===== src/rtl/pbs_pkg.sv =====
// pbs_pkg: shared constants and types for the PBS battle HP datapath.
package pbs_pkg;
  typedef enum logic [1:0] {S_IDLE, S_CALC, S_APPLY, S_DONE} state_t;
  localparam logic [1:0] EFF_X1 = 2'b00;
  localparam logic [1:0] EFF_X2 = 2'b01;
  localparam logic [1:0] EFF_HALF = 2'b10;
  localparam logic [1:0] EFF_X0 = 2'b11;
  localparam logic [3:0][7:0] MOVE_POWER = {8'd40, 8'd30, 8'd20, 8'd10};
  localparam logic [7:0] LFSR_SEED = 8'hA5;
  // taps 8,6,5,4 expressed as zero-based bit positions 7,5,4,3
  localparam logic [7:0] LFSR_TAPS = 8'b1011_1000;
endpackage


===== src/rtl/pbs_lfsr8.sv =====
// pbs_lfsr8: free-running 8-bit Fibonacci LFSR used for critical-hit rolls.
module pbs_lfsr8
  import pbs_pkg::*;
(
  input  logic       clk,
  input  logic       reset_n,
  output logic [7:0] q
);
  logic [7:0] q_q;
  always_ff @(posedge clk or negedge reset_n)
    if (!reset_n) q_q <= LFSR_SEED;
    else q_q <= {q_q[6:0], ^(q_q & LFSR_TAPS)};
  assign q = q_q;
endmodule


===== src/rtl/pbs_hp_unit.sv =====
// pbs_hp_unit: battle HP datapath, 4-cycle damage pipeline with saturating HP writes.
// Define PBS_CRIT_EN to build the LFSR-driven critical-hit feature.
module pbs_hp_unit
  import pbs_pkg::*;
#(
  parameter int HP_W = 8,
  parameter int P_MAX_HP = 100,
  parameter int AI_MAX_HP = 100
) (
  input  logic            clk,
  input  logic            reset_n,
  input  logic            load_ai_hp,
  input  logic            apply_ai_damage,
  input  logic            apply_p_damage,
  input  logic            active_trainer,
  input  logic            target,
  input  logic [1:0]      p_move,
  input  logic [1:0]      ai_move,
  input  logic [1:0]      eff,
  output logic [HP_W-1:0] p_hp,
  output logic [HP_W-1:0] ai_hp,
  output logic            p_dead,
  output logic            ai_dead,
  output logic            busy,
  output logic            done,
  output logic            crit
);
  localparam int DW = HP_W + 2;
  state_t state_q;
  logic tgt_ai_q, crit_q, hit_crit, unused_bits;
  logic [1:0] move_q, eff_q;
  logic [HP_W-1:0] p_hp_q, p_hp_d, ai_hp_q, ai_hp_d, dmg;
  logic [DW-1:0] base, scaled;
  function automatic logic [HP_W-1:0] sat_sub(input logic [HP_W-1:0] hp, input logic [HP_W-1:0] d);
    return hp > d ? hp - d : '0;
  endfunction
`ifdef PBS_CRIT_EN
  logic [7:0] lfsr;
  pbs_lfsr8 u_lfsr (.clk(clk), .reset_n(reset_n), .q(lfsr));
  assign hit_crit = lfsr[2:0] == 3'd0;
  assign crit = state_q == S_DONE && crit_q;
  assign unused_bits = ^{target, lfsr[7:3]};
`else
  assign hit_crit = 1'b0;
  assign crit = 1'b0;
  assign unused_bits = target;
`endif
  always_comb begin
    base = DW'(MOVE_POWER[move_q]) << crit_q;
    scaled = eff_q == EFF_X2 ? base << 1 : eff_q == EFF_HALF ? base >> 1 : eff_q == EFF_X0 ? '0 : base;
    dmg = scaled > DW'({HP_W{1'b1}}) ? '1 : scaled[HP_W-1:0];
    p_hp_d = state_q == S_APPLY && !tgt_ai_q ? sat_sub(p_hp_q, dmg) : p_hp_q;
    ai_hp_d = load_ai_hp ? HP_W'(AI_MAX_HP) : state_q == S_APPLY && tgt_ai_q ? sat_sub(ai_hp_q, dmg) : ai_hp_q;
  end
  always_ff @(posedge clk or negedge reset_n)
    if (!reset_n) begin
      state_q <= S_IDLE;
      tgt_ai_q <= 1'b0;
      crit_q <= 1'b0;
      move_q <= '0;
      eff_q <= EFF_X1;
      p_hp_q <= HP_W'(P_MAX_HP);
      ai_hp_q <= HP_W'(AI_MAX_HP);
    end else begin
      p_hp_q <= p_hp_d;
      ai_hp_q <= ai_hp_d;
      case (state_q)
        S_IDLE: if (apply_ai_damage || apply_p_damage) begin
          state_q <= S_CALC;
          tgt_ai_q <= apply_ai_damage;
        end
        S_CALC: begin
          state_q <= S_APPLY;
          move_q <= active_trainer ? ai_move : p_move;
          eff_q <= eff;
          crit_q <= hit_crit;
        end
        S_APPLY: state_q <= S_DONE;
        default: state_q <= S_IDLE;
      endcase
    end
  assign p_hp = p_hp_q;
  assign ai_hp = ai_hp_q;
  assign p_dead = p_hp_q == '0;
  assign ai_dead = ai_hp_q == '0;
  assign busy = state_q != S_IDLE;
  assign done = state_q == S_DONE;
endmodule


===== config.mk =====
export PLATFORM = sky130hd
export DESIGN_NAME = pbs_hp_unit
export DESIGN_NICKNAME = d
export VERILOG_FILES = /design/src/rtl/pbs_pkg.sv /design/src/rtl/pbs_lfsr8.sv /design/src/rtl/pbs_hp_unit.sv
export SDC_FILE = /design/constraint.sdc
export NUM_CORES = 1
export LEC_CHECK = 0
export ABC_AREA = 1
export BUFFER_PORTS_ARGS = -buffer_cell sky130_fd_sc_hd__buf_2
export CORE_MARGIN = 5
export CORE_UTILIZATION = 40
export DETAILED_ROUTE_END_ITERATION = 16
export PLACE_DENSITY = 0.6
export SLEW_MARGIN = 15
export SYNTH_ARGS = -nofsm -noshare
export SYNTH_HDL_FRONTEND = slang
export SYNTH_HIERARCHICAL = 1
export SYNTH_SLANG_ARGS = --single-unit
export TNS_END_PERCENT = 30

===== constraint.sdc =====
create_clock -name clk -period 2.62 [get_ports clk]
set_clock_uncertainty 0.15 [all_clocks]
set_input_delay 0.524 -clock clk [delete_from_list [all_inputs] [get_ports clk]]
set_output_delay 0.524 -clock clk [all_outputs]
set_load 0.02 [all_outputs]

==> impl_results.md <==
* Synthesized area at 1934 sq um
* Die area at 6327 sq um
* Fin. max-slew vios at 0
* Hold WS at roughly 85 ps
* Worst setup path start: move_q[1]
* Outcome: complete, no violations
* Vias in the first global route at 1,667
* PortBufs at 31
* DPL Wire Length at between 3000 and 4000 um
* H-tree depth at 1
* DRC at 0
* Synth Area in Simple Gates at a little under a third
* CP Launch Type: flop
* Compound-Gate Fraction of Synth Area at 9.444%
* Multi-input logic area at 1200 sq um
* Top FF cell, synth: dfrtp_1
* Asr flop ratio synth at between 90% and 100%
* Root Driver: clkbuf_8
* CTS tree: yes
* Drt pass-1 iters at 4
* Origin of the critical flop-to-flop path: move_q[1]
* Worst-path clk slew at 80 ps
* Initial antenna violation count at 0
* Crit path max fanout at 5
* Design Area, Final at 2247 sq um
* Syn_nets at about 310
* Max_cap viols at 0
* Endpoints failing setup at 0
* ANT nets after route at 0
* Mapped Cells at 275
* Syn_area_per_cell at 7.034 sq um
* First-pass GRT wire length at around 7400 um
* Longest Clk Path Bufs at 2
* Vias per inst at about 4.5
* Ports at 34
* Final Hold Fails at 0
* Adder-cell share of the synthesized area at 16.95%
* CP endpoint kind: flop
* Final std cells w/o fill at 378
* Core Box Area at ~4700 sq um
* RePlAce Congestion at 0.8872
* Initial DRC Count at 55
* Number of enable flip-flop cells after synthesis at 0
* Drt wl/cell at 11.11 um
* Synth Area in XOR/XNOR at 2.717%
* Clock latency on the worst-skew pair at 260 ps
* Fill cell count at 513
* Mux contribution to synthesized area at 0%
* Worst slew pin tran at 533.5 ps
* Setup CP Type: flop to flop
* Placed cells at 372
* Layout area overhead at 16.17%
* Tmin final at 2425 ps
* Critical path required time at 2630 ps
* Clk sinks at 23
* Count of state elements after synthesis at 23
* Largest net degree at the start of global routing at 24
* WP data arrival at 2430 ps
* Max Clk Rate at 412.4 MHz
* Final nets at 350
* Rel. slew slack at 64.43%
* Vias at 1,713
* Die width at between 70 and 80 um
* Register cell area after layout at 583.1 sq um
* Total Wirelength at 4199 um
* Yosys warns at 6
* Worst Hold Class: input port to async pin
* Post-synthesis sequential area ratio at 30.14%
* Grt ovf at 0
* Num CTS Buffers at 3
* Setup TNS at 0 ps
* Synth cell types at 34
* Main combinational cell family by area after synthesis: simple AND/OR/NAND/NOR gates
* Initial Util at 40.95%
* Placed cell area at about 2200 sq um
* All-layer global routing usage at approximately 14%
* RSZ-0062 raised after global routing: false
* ANT cells at 0
* Fin crit share at 92.56%
* Die Height at 79.54 um
* Core Rows at 25
* R2R depth at 13
* Share of cells above drive strength 1 at a little under a fifth
[cells in the final DEF (no fill, tap or decap), types with 2 or more instances in the layout]
cell	synthesis	layout
nor2_1	16	15
o22ai_1	3	3
xor2_1	2	2
inv_1	43	41
nand3_1	12	12
buf_4	1	2
nor4_1	3	3
inv_2	1	3
ha_1	23	22
buf_2	0	31
fa_1	2	2
a21oi_1	10	9
o21ai_1	4	6
nor3_1	2	2
o21ai_0	11	9
nor2_2	2	3
nand2_1	94	94
nand3b_1	3	3
clkbuf_8	0	3
xnor2_1	4	4
nand2_2	3	3
dfstp_2	6	6
dfrtp_1	17	17
[Yosys cell counts (2+ instances only)]
cell type  instances  area [sq um]
nand2_1           94         352.8
inv_1             43         161.4
ha_1              23         287.8
dfrtp_1           17         425.4
nor2_1            16         60.06
nand3_1           12         60.06
o21ai_0           11         55.05
a21oi_1           10         50.05
dfstp_2            6         157.7
o21ai_1            4         20.02
xnor2_1            4         35.03
nand2_2            3         18.77
nand3b_1           3         22.52
nor4_1             3         18.77
o22ai_1            3         18.77
fa_1               2         40.04
nor2_2             2         12.51
nor3_1             2         10.01
xor2_1             2         17.52
[per-stage QoR]
step / worst slack (ps) / utilization (%)
global route: 3.103 / 47.58
detailed placement: 96.98 / 45.85
CTS: 87.76 / 46.81
global placement: 135.4 / 45.85
floorplan: 409.5 / -
finish: 194.9 / 47.58
[area by class of cell]
type	instances	share of cell area, %
Timing Repair Buffer	33	7.572
Multi-Input combinational cell	207	53.40
Tap cell	67	3.731
Inverter	44	7.350
Sequential cell	23	25.95
Clock buffer	4	2.004
[layer usage]
metal | vias up | global-route usage, % | part of all wire (%)
met2 | 33 | 23.79 | 42
met1 | 736 | 20.32 | 54
met3 | 2 | 1.919 | 3.7
met4 | 0 | 1.890 | 0.17
met5 | - | 0 | 0
li1 | 942 | - | -
[logic make-up (layout without fill, tap and decap cells)]
family / Yosys count / in the layout
xor gates and xnor gates: 6 / 6
other: 1 / 1
and+or+nand+nor: 142 / 142
buffers and inverters: 45 / 81
DFF: 23 / 23
AOI/OAI and AO/OA: 33 / 33
adders and majority gates: 25 / 25
[worst paths after layout]
check                            to  slack [ps]
max                        ai_hp[0]         190
min                         p_hp[0]          90
max reg2reg                ai_hp[0]         190
min reg2reg                 p_hp[2]         350
max in group asynchronous  ai_hp[5]        1870
min in group clk           eff_q[1]         310
[worst max-delay path, stage by stage (launching register included)]
cell and delay, ps:
dfrtp_1 410, inv_2 100, ha_4 210, nand2_1 70
o21ai_0 70, a31oi_1 280, ha_1 340, or2_4 280
nand3_1 80, nand2_1 60, nand2_2 110, nor2_4 50
nand2_1 60, nand2_1 40
[timing repair]
action | CTS | global route
setup endpoints to repair | 0 | 16
resized for setup | 0 | 8
hold buffers | 0 | 0
setup buffers | 0 | 2
[state kept, by name, summed over array words and instances (netlist names)]
| register | flops |
|---|---|
| ai_hp | 8 |
| eff_q | 2 |
| move_q | 2 |
| p_hp | 8 |
| state_q | 2 |
| tgt_ai_q | 1 |
Power is left out: the tool's default activity adds up to more than one toggle a clock period on the data nets, which glitch-free logic cannot reach.
